### config.mk
export PLATFORM = sky130hd
export DESIGN_NAME = aes_load_ctrl_flat
export DESIGN_NICKNAME = d
export VERILOG_FILES = /design/src/rtl/aes_load_ctrl_if.sv /design/src/rtl/aes_load_ctrl.sv /design/src/flat_wrapper.sv
export SDC_FILE = /design/constraint.sdc
export NUM_CORES = 1
export LEC_CHECK = 0
export ABC_CLOCK_PERIOD_IN_PS = 6700
export BUFFER_PORTS_ARGS = -buffer_cell sky130_fd_sc_hd__buf_2
export CAP_MARGIN = 30
export CORE_MARGIN = 5
export CORE_UTILIZATION = 30
export DETAILED_ROUTE_END_ITERATION = 6
export HOLD_SLACK_MARGIN = 0.1
export PLACE_DENSITY = 0.59
export SLEW_MARGIN = 20
export SYNTH_ARGS = -nofsm -noshare
export SYNTH_HDL_FRONTEND = slang
export SYNTH_SLANG_ARGS = --single-unit
### constraint.sdc
create_clock -name clk -period 6.7 [get_ports clk]
set_input_delay 1.34 -clock clk [delete_from_list [all_inputs] [get_ports clk]]
set_output_delay 1.34 -clock clk [all_outputs]
set_load 0.005 [all_outputs]
### src/rtl/aes_load_ctrl_if.sv
// Byte-pair load channel between the host/UART front end and aes_load_ctrl.
// The host drives the byte pair and key-size mode; the controller returns in_ready.
interface aes_load_ctrl_if;
  logic       in_valid;
  logic       in_ready;
  logic [7:0] state_in;
  logic [7:0] state_in2;
  logic [1:0] mod;

  modport master (
    output in_valid,
    output state_in,
    output state_in2,
    output mod,
    input  in_ready
  );

  modport slave (
    input  in_valid,
    input  state_in,
    input  state_in2,
    input  mod,
    output in_ready
  );
endinterface

### src/rtl/aes_load_ctrl.sv
// Packs byte-serial plaintext/key pairs MSB-first into the AES block and key
// registers, starts the core, and holds both registers until the core is done.
module aes_load_ctrl (
  input  logic                clk,
  input  logic                rst,
  aes_load_ctrl_if.slave      host,
  input  logic                core_done,
  output logic                core_start,
  output logic [127:0]        state_out,
  output logic [255:0]        key_out,
  output logic [1:0]          key_mode,
  output logic                busy,
  output logic                err
);

  typedef enum logic [1:0] {
    ST_IDLE,
    ST_LOAD,
    ST_START,
    ST_WAIT
  } state_e;

  state_e         state_q, state_d;
  logic [4:0]     cnt_q, cnt_d;
  logic [127:0]   state_out_q, state_out_d;
  logic [255:0]   key_out_q, key_out_d;
  logic [1:0]     key_mode_q, key_mode_d;
  logic           core_start_q, core_start_d;
  logic           err_q, err_d;

  logic           accept;
  logic [4:0]     last_idx;
  logic           last_byte;

  assign host.in_ready = (state_q == ST_IDLE) || (state_q == ST_LOAD);
  assign busy          = (state_q != ST_IDLE);
  assign accept        = host.in_valid && host.in_ready;

  always_comb begin
    case (key_mode_q)
      2'd1:    last_idx = 5'd23;
      2'd2:    last_idx = 5'd31;
      default: last_idx = 5'd15;
    endcase
  end

  assign last_byte = (cnt_q == last_idx);

  // Byte k lands at bit offset 8*(15-k) / 8*(31-k), i.e. the bitwise inverse of k.
  always_comb begin
    state_d      = state_q;
    cnt_d        = cnt_q;
    state_out_d  = state_out_q;
    key_out_d    = key_out_q;
    key_mode_d   = key_mode_q;
    core_start_d = 1'b0;
    err_d        = 1'b0;

    case (state_q)
      ST_IDLE: begin
        if (accept) begin
          if (host.mod == 2'd3) begin
            err_d = 1'b1;
          end else begin
            key_mode_d  = host.mod;
            state_out_d = {host.state_in, 120'd0};
            key_out_d   = {host.state_in2, 248'd0};
            cnt_d       = 5'd1;
            state_d     = ST_LOAD;
          end
        end
      end
      ST_LOAD: begin
        if (accept) begin
          if (!cnt_q[4]) begin
            state_out_d[{~cnt_q[3:0], 3'b000} +: 8] = host.state_in;
          end
          key_out_d[{~cnt_q, 3'b000} +: 8] = host.state_in2;
          if (last_byte) begin
            cnt_d        = 5'd0;
            core_start_d = 1'b1;
            state_d      = ST_START;
          end else begin
            cnt_d = cnt_q + 5'd1;
          end
        end
      end
      ST_START: begin
        state_d = ST_WAIT;
      end
      ST_WAIT: begin
        if (core_done) begin
          state_d = ST_IDLE;
        end
      end
      default: begin
        state_d = ST_IDLE;
      end
    endcase
  end

  always_ff @(posedge clk) begin
    if (rst) begin
      state_q      <= ST_IDLE;
      cnt_q        <= 5'd0;
      state_out_q  <= 128'd0;
      key_out_q    <= 256'd0;
      key_mode_q   <= 2'd0;
      core_start_q <= 1'b0;
      err_q        <= 1'b0;
    end else begin
      state_q      <= state_d;
      cnt_q        <= cnt_d;
      state_out_q  <= state_out_d;
      key_out_q    <= key_out_d;
      key_mode_q   <= key_mode_d;
      core_start_q <= core_start_d;
      err_q        <= err_d;
    end
  end

  assign core_start = core_start_q;
  assign state_out  = state_out_q;
  assign key_out    = key_out_q;
  assign key_mode   = key_mode_q;
  assign err        = err_q;

endmodule

### src/flat_wrapper.sv
// flat-port wrapper written by rule: the top's interface ports become plain ports
module aes_load_ctrl_flat 
  (clk, rst, core_done, core_start, state_out, key_out, key_mode, busy, err, host_in_valid, host_state_in, host_state_in2, host_mod, host_in_ready);
  aes_load_ctrl_if host_i ();
  input  logic clk;
  input  logic rst;
  input  logic core_done;
  output logic core_start;
  output logic [127:0] state_out;
  output logic [255:0] key_out;
  output logic [1:0] key_mode;
  output logic busy;
  output logic err;
  input wire logic [$bits(host_i.in_valid)-1:0] host_in_valid;
  input wire logic [$bits(host_i.state_in)-1:0] host_state_in;
  input wire logic [$bits(host_i.state_in2)-1:0] host_state_in2;
  input wire logic [$bits(host_i.mod)-1:0] host_mod;
  output wire logic [$bits(host_i.in_ready)-1:0] host_in_ready;
  assign host_i.in_valid = host_in_valid;
  assign host_i.state_in = host_state_in;
  assign host_i.state_in2 = host_state_in2;
  assign host_i.mod = host_mod;
  assign host_in_ready = host_i.in_ready;
  aes_load_ctrl u_core (.clk(clk), .rst(rst), .host(host_i), .core_done(core_done), .core_start(core_start), .state_out(state_out), .key_out(key_out), .key_mode(key_mode), .busy(busy), .err(err));
endmodule
Word-level counts from Yosys, hierarchy flattened
Index checks and enable logic that the tools add are counted.

word-level totals
  bits of input ports = 22
  flip-flop bits (word level) = 395
  output and inout bits = 390

cells by class
  eq/ne operators = 13
  muxes and demuxes = 25
  shift-type cells = 4
  reductions and logical operators = 11
  bitwise operators = 6
  $add $sub $neg = 3

operators by type and width
  operator                                                number
  two-way mux 256 bit                                     3
  two-way mux 128 bit                                     4
  case mux 256 bit (2 select lines)                       1
  bitwise mux 256 bit                                     1
  case mux 128 bit (2 select lines)                       1
  variable shift 8 x 10 -> 256 bit, first input constant  1
  indexed part select 8 x 10 -> 256 bit                   1
  bitwise mux 128 bit                                     1
  variable shift 8 x 9 -> 128 bit, first input constant   1
  indexed part select 8 x 9 -> 128 bit                    1
  two-way mux 5 bit                                       4
  case mux 5 bit (2 select lines)                         2
  two-way mux 2 bit                                       5
  negator 8 -> 10 bit                                     1
  AND reduction 5 bit                                     2
  negator 7 -> 9 bit                                      1
  equality test 2 bit, second input constant              4
  case mux 2 bit (4 select lines)                         1
  inequality test 2 x 1 -> 1 bit, second input constant   3
  inequality test 2 bit, second input constant            3
  OR reduction 3 bit                                      2
  adder 5 x 1 -> 5 bit, second input constant             1
  equality test 5 bit                                     1
  inverter 5 bit                                          1
  other kinds (10)                                        16

Depth between registers and ports, before layout
Gate-level depths: netlist (run 1).

  depth after elaboration = 7
  depth in mapped cells = 12
  mapped depth without buffers = 7

Least setup slack after synthesis (run 1)
No wires, ideal clock.

  kind = input port to flip-flop
  start point = input rst
  end point = register u_core.key_out_q[0] (netlist: u_core.key_out[0])
  library setup time = 0.117 ns
  cell stages on the path = 6
  arrival time = 2.693 ns
  slack = 3.890 ns
  path buffers = 5
  cells stage by stage = clkbuf_1 -> clkbuf_1 -> buf_2 -> clkbuf_1 -> buf_2 -> nor2_1

RTL lines
  element               RTL line              RTL
  start, declared       flat_wrapper.sv:6     input logic rst;
  end signal, assigned  aes_load_ctrl.sv:115  key_out_q <= key_out_d;
  end, declared         aes_load_ctrl.sv:26   logic [255:0] key_out_q, key_out_d;

No word-level cell between the ends.

Worst setup path after layout (run 1)
  start point = register u_core.state_q[1]
  end point = output host_in_ready

on the way
  longest elaborated chain between the ends = 2
  elaborated cells between the ends (all ways) = 3
  those cells by class = eq/ne: 1; reduce/logical: 2

RTL lines
  element                                                            RTL line              RTL
  start, declared                                                    aes_load_ctrl.sv:23   state_e state_q, state_d;
  start signal, assigned                                             aes_load_ctrl.sv:112  state_q <= state_d;
  equality test 2 x 1 -> 1 bit or logical NOT 2 bit (tied branches)  aes_load_ctrl.sv:35   assign host.in_ready = (state_q == ST_IDLE) || (state_q == ST_LOAD);
  logical OR 1 bit (*)                                               aes_load_ctrl.sv:35
  end, declared                                                      flat_wrapper.sv:18    output wire logic [$bits(host_i.in_ready)-1:0] host_in_ready;

Every way passes the cells marked *; elsewhere a longest branch is shown, timed or not.

==> run_results.csv, run 1 <==
group,metric,value,unit
run_status,outcome,"finished clean",
power,power_leakage,0.00791,uW
place,gp_congestion,0.817,
global_routing,grt_util_all_layers,0.206,
global_routing,gr-total-overflow,0,
place,place_area,0.0174,sq mm
critical_path,path_delay_family,"buffers and inverters",
layout,drive_gt1_frac,0.288,
yosys,seq_area_frac_synth,0.530,
layout,syn_to_final_growth,25.9,%
global_routing,grt_start_max_net_pins,85,
timing,worstMarginPinSlew,0.994,ns
route,drtPass1Iterations,7,
place,port_buffers,411,
critical_path,worstPathArrival,3.01,ns
route,vias,13700,
timing,finalClockSkew,0.0240,ns
layout,layout.nets,1891,
timing,timing.final.crit_share,0.650,
yosys,syn_inst,1508,
clocking,htreeDepth,2,
die,die_x,233,um
clocking,worstSkewPairLatency,0.58,ns
route,drc,0,
route,wl_per_cell,23.1,um
critical_path,crit_required,5.36,ns
hold_path,hold-path-cell-count,1,
hold_path,worst_hold_path_type,"register to register",
layout,fillers,4920,
global_routing,grt_pass1_vias,13100,
critical_path,startpoint_type,"register",
global_routing,grt_pass1_wl,86000,um
clocking,cts_resized,0,
timing,max_clock_freq,230,MHz
place,place_hpwl,42300,um
critical_path,cp_slowest_cell,"ha_2",
timing,hold_viol_final,0,
yosys,ys_seq_elements,395,
clocking,clockRootBuffer,"clkbuf_16",
yosys,async_flop_share,0,
clocking,hold_buffers,0,
die,ios,412,
die,die_h,233,um
critical_path,end_kind,"output port",
power,max-vdd-ir-drop,0.000148,V
layout,final_area,0.0188,sq mm
route,first_iter_violations,1049,
die,rows,81,
route,finalWirelength,58900,um
timing,slew_headroom,0.337,
die,core,0.0491,sq mm
timing,finalSetupViolCount,0,
clocking,postCtsSetupBuffers,0,
critical_path,r2r_slack,2.70,ns
critical_path,crit_chain,"inv_1 -> ha_2 -> buf_4 -> inv_1 -> nand2_1 -> buf_2",
hold_path,min_to,"u_core.state_out[16]",
yosys,synth_flop_cell,"dfxtp_1",
timing,timing.setup.tns,0,ns
critical_path,path_class,"register to output port",
route,via_per_inst,5.35,
timing,min_period,4.35,ns
timing,final-max-slew-violation-count,0,
layout,seqCellArea,0.00791,sq mm
critical_path,reg2reg_from,"u_core.cnt_q[2]",
die,die_area,0.0543,sq mm
yosys,ys_types,66,
clocking,cts_buffer_depth,3,
layout,multi_input_area,0.00643,sq mm
global_routing,antenna_found_initial,0,
yosys,synth_nets,1541,
critical_path,crit_buf_inv,4,
hold_path,hp-start,"u_core.state_out[16]",
die,start_util,0.304,
critical_path,r2r_end,"u_core.key_out[198]",
critical_path,max_stage_delay,0.60,ns
timing,hold_slack,0.454,ns
clocking,cts_buffers,44,
timing,rsz0062_at_grt,"false",
yosys,synth_enable_flop_cells,0,
yosys,syn-cell-area,0.0149,sq mm
clocking,clock_sinks,395,
power,power,6010,uW
clocking,cts_tree,"yes",
clocking,cts.reportedPaths.clkPinSlew,0.06,ns
layout,antennaDiodeCount,0,
critical_path,cpMostUsedCell,"inv_1",
yosys,yosysWarnings,0,
route,ant_nets,0,
critical_path,worstPathMaxFanout,47,
critical_path,worstRegToRegCells,5,
yosys,syn_avg_cell_area,9.90,sq um
flow_run,max_cap_violations,0,
power,powerDensity,320,mW/mm^2
## per-layer routing
| layer | global-route usage | up-vias | share of wire |
|---|---|---|---|
| met3 | 0.0467 | 104 | 0.072 |
| met5 | 0 | - | 0 |
| li1 | - | 6301 | - |
| met2 | 0.322 | 571 | 0.45 |
| met1 | 0.281 | 6683 | 0.44 |
| met4 | 0.0679 | 0 | 0.033 |
## logic make-up (layout without fill, tap and decap cells)
| logic type | Yosys count | in the layout | share of synthesized area |
|---|---|---|---|
| compound gates | 496 | 496 | 0.257 |
| xor+xnor | 4 | 4 | 0.00335 |
| fa+ha+maj | 11 | 11 | 0.00922 |
| buf+inv | 133 | 516 | 0.0412 |
| flops | 395 | 395 | 0.530 |
| mux | 15 | 15 | 0.0103 |
| simple gates | 454 | 454 | 0.149 |
## registers in the layout, indices dropped and copies added (netlist names)
register and flops:
u_core.core_start 1, u_core.state_q 2, u_core.state_out 128, u_core.err 1, u_core.key_out 256, u_core.cnt_q 5
u_core.key_mode 2
## worst max-delay path by stage
stage / startpoint / end / slack [ns] / cells after the start
floorplan: rst / u_core.key_out[0] / 3.89 / 6
global placement: host_mod[0] / u_core.key_out[50] / 2.45 / 6
detailed placement: host_mod[0] / u_core.key_out[18] / 2.31 / 6
CTS: u_core.state_q[1] / host_in_ready / 2.27 / 6
global route: u_core.state_q[1] / host_in_ready / 2.16 / 6
finish: u_core.state_q[1] / host_in_ready / 2.35 / 6
## layout by cell type, fill, tap and decap left out, types with 34 or more instances in the layout
| master | n |
|---|---|
| buf_2 | 411 |
| dfxtp_1 | 395 |
| nor2_1 | 151 |
| a22o_1 | 137 |
| nand3_1 | 112 |
| nand2_1 | 72 |
| a21oi_1 | 68 |
| o2bb2ai_1 | 66 |
| a22oi_1 | 61 |
| clkbuf_16 | 45 |
| o21ai_0 | 34 |
## where the power goes
group	internal, uW	switching, uW
Clock	1360	1000
Sequential	2390	39.7
Combinational	248	964
Total	4000	2000
## cell type report
cell class / instances / area share
sequential: 395 / 0.421
multi-input combinational: 980 / 0.342
timing repair buffer: 424 / 0.115
clock buffer: 61 / 0.0674
tap: 664 / 0.0442
clock inverter: 18 / 0.00759
inverter: 13 / 0.00260
## worst register-to-register path: cells and delay by family (launching register included)
family | cells | cell delay (ns)
AOI/OAI and AO/OA | 2 | 0.98
DFF | 1 | 0.88
and+or+nand+nor | 3 | 2.05
## through the flow
step	util	setup WS [ns]	cells
finish	0.383	2.35	2555
detailed placement	0.354	2.31	2472
global placement	0.353	2.45	2470
floorplan	-	3.89	1508
CTS	0.382	2.27	2551
global route	0.383	2.16	2555
## Yosys cell counts (11+ instances only)
cell | count | area (sq um)
o21ai_0 | 34 | 170
ha_1 | 11 | 138
a31oi_1 | 17 | 106
and3_1 | 11 | 68.8
nand2_1 | 74 | 278
o21ai_1 | 14 | 70.1
inv_1 | 13 | 48.8
nor2b_1 | 11 | 68.8
a32oi_1 | 29 | 254
clkbuf_1 | 48 | 180
nor2_1 | 151 | 567
nand3_1 | 113 | 566
mux2i_1 | 14 | 140
dfxtp_1 | 395 | 7910
o2bb2ai_1 | 66 | 578
o22ai_1 | 11 | 68.8
nand3b_1 | 16 | 120
buf_4 | 12 | 90.1
a21oi_1 | 69 | 345
a22o_1 | 137 | 1200
buf_1 | 23 | 86.3
a22oi_1 | 61 | 458
nand2b_1 | 13 | 81.3
buf_2 | 31 | 155
and2_1 | 21 | 131
Power figures use the tool's default switching activity.
==> inputs of run 2 (changes only) <==
ABC_AREA = 1   (was default)
ABC_CLOCK_PERIOD_IN_PS = 4500   (was 6700)
PLACE_DENSITY = 0.58   (was 0.59)
clock period = 4.5 ns   (was 6.7 ns; I/O delays follow)
==> run 2 against run 1 <==
Against the previous run:
- die area grew 2.8%
- sequential share of layout area shrank 1.7 points
- critical endpoint unchanged
- non-clock buffer count is 3 lower
- worst hold slack improved by 0.0022 ns
- first-iteration DRC count fell by 1.3%
- clock skew grew 0.0052 ns
- largest power group is now clock
- via count increased by 13%
- power is 59% higher
- synthesized area is 2.9% higher
==> run_results.csv, run 2 <==
group,metric,value,unit
timing,timing.setup.tns,0,ns
timing,slew_headroom,0.354,
layout,final_area,0.0196,sq mm
die,die_h,236,um
power,power_leakage,0.00815,uW
timing,finalSetupViolCount,0,
critical_path,worstRegToRegCells,11,
route,wl_per_cell,19.3,um
route,drtPass1Iterations,5,
layout,layout.nets,2502,
die,ios,412,
clocking,worstSkewPairLatency,0.59,ns
clocking,cts.reportedPaths.clkPinSlew,0.06,ns
layout,drive_gt1_frac,0.231,
layout,final_cell_mix,"nand2_1, buf_2, dfxtp_1",
timing,worstMarginPinSlew,0.969,ns
power,max-vdd-ir-drop,0.000245,V
place,place_area,0.0180,sq mm
route,drc,0,
clocking,cts_buffers,45,
place,pre_cts_ws,1.28,ns
die,start_util,0.301,
clocking,postCtsSetupBuffers,0,
yosys,synth_top_area_share,0.515,
clocking,hold_buffers,0,
route,first_iter_violations,1035,
die,die_x,236,um
run_status,outcome,"finished clean",
clocking,htreeDepth,2,
yosys,yosysWarnings,0,
yosys,ys_types,31,
timing,min_period,3.37,ns
layout,final_common_cell,"nand2_1",
die,rows,83,
critical_path,startpoint_type,"register",
clocking,clock_sinks,395,
hold_path,hold-path-cell-count,2,
critical_path,worstPathArrival,2.47,ns
critical_path,cpMostUsedCell,"inv_1",
layout,syn_to_final_growth,27.6,%
yosys,synthTopCellsByCount,"nand2_1, dfxtp_1, a21oi_1",
clocking,cts_resized,0,
timing,hold_viol_final,0,
timing,hold_slack,0.456,ns
yosys,syn_avg_cell_area,7.36,sq um
critical_path,max_stage_delay,0.60,ns
place,port_buffers,411,
place,place_hpwl,45000,um
global_routing,gr-total-overflow,0,
die,core,0.0510,sq mm
timing,max_clock_freq,297,MHz
global_routing,antenna_found_initial,1,
yosys,ys_seq_elements,395,
timing,rsz0062_at_grt,"false",
yosys,synth_nets,2118,
power,powerDensity,488,mW/mm^2
critical_path,cp_slowest_cell,"ha_2",
critical_path,path_class,"register to output port",
route,via_per_inst,4.87,
hold_path,worst_hold_path_type,"register to register",
die,die_area,0.0558,sq mm
yosys,syn_inst,2085,
route,ant_nets,0,
critical_path,worstPathMaxFanout,23,
global_routing,grt_util_all_layers,0.209,
clocking,cts_tree,"yes",
yosys,seq_area_frac_synth,0.515,
timing,setup_slack,1.13,ns
clocking,clockRootBuffer,"clkbuf_16",
global_routing,grt_pass1_wl,91900,um
critical_path,end_kind,"output port",
critical_path,crit_required,3.60,ns
place,gp_congestion,0.849,
route,finalWirelength,61600,um
yosys,post-synth-top-count-cell,"nand2_1",
yosys,synth_area_leaders,"dfxtp_1, nand2_1, a21oi_1",
clocking,cts_buffer_depth,3,
yosys,synth_enable_flop_cells,0,
global_routing,grt_pass1_vias,14900,
critical_path,crit_chain,"inv_1 -> ha_2 -> buf_4 -> nor2_1 -> inv_1 -> buf_2",
yosys,synth_flop_cell,"dfxtp_1",
yosys,syn-cell-area,0.0154,sq mm
layout,largest_reg_flops,256,
flow_run,max_cap_violations,0,
timing,final-max-slew-violation-count,0,
global_routing,grt_start_max_net_pins,142,
yosys,async_flop_share,0,
timing,timing.final.crit_share,0.748,
yosys,yosysTopAreaCell,"dfxtp_1",
route,vias,15500,
timing,finalClockSkew,0.0292,ns
-- run 2: cell count changes after synthesis, sizes merged, moves of 20 or more --
cell     change
buf         -37
nand3       -46
o21ai       -21
and2        -23
a22o       -137
a32oi       -29
a22oi       -62
nand2      +753
nand4       +20
inv         +54
a21oi      +305
o2bb2ai     -66
-- run 2: cells by family (layout without fill, tap and decap cells) --
logic type                 count (synthesis)  after routing  share of synthesized area
and+or+nand+nor                         1103           1103                      0.291
AOI/OAI and AO/OA                        417            417                      0.140
DFF                                      395            395                      0.515
buffers and inverters                    157            575                     0.0440
adders and majority gates                 11             11                    0.00896
xor gates and xnor gates                   2              2                    0.00114
other                                      0              1                          0
-- run 2: through the flow --
step | power, uW | std cells | utilization
2_1_floorplan | 4990 | 2085 | -
3_3_place_gp | 5660 | 3102 | 0.353
3_5_place_dp | 5690 | 3102 | 0.353
4_1_cts | 9680 | 3183 | 0.384
5_1_grt | 10000 | 3184 | 0.384
6_report | 9570 | 3184 | 0.384
-- run 2: area by class of cell --
class,count,area (sq um)
fill,5352,31400
sequential,395,7910
multi-input combinational,1533,6780
timing repair buffer,421,2170
clock buffer,62,1320
tap,680,851
clock inverter,19,293
inverter,73,277
antenna,1,2.50
-- run 2: routing by layer --
metal,share of wire,global-route usage
met1,0.42,0.264
met3,0.086,0.0586
met2,0.46,0.344
met4,0.033,0.0715
met5,0,0
-- run 2: critical path: cells and delay by family (launching register included) --
| kind | cells | cell delay, ns |
|---|---|---|
| adders and majority gates | 1 | 0.60 |
| buffers and inverters | 4 | 0.81 |
| DFF | 1 | 0.33 |
| and+or+nand+nor | 1 | 0.13 |
-- run 2: worst paths after layout --
path | startpoint | endpoint | slack, ns
worst min register to register | u_core.state_out[60] | u_core.state_out[60] | 0.46
worst max-delay path | u_core.state_q[1] | host_in_ready | 1.13
worst min-delay path | u_core.state_out[60] | u_core.state_out[60] | 0.46
worst max register to register | u_core.cnt_q[0] | u_core.state_out[91] | 1.23
-- run 2: power breakdown --
part	leakage (uW)	total, uW	switching [uW]	internal [uW]
clock	0.000793	3950	1550	2410
sequential	0.00319	3660	65.4	3590
combinational	0.00417	1960	1550	405
total	0.00815	9570	3160	6400
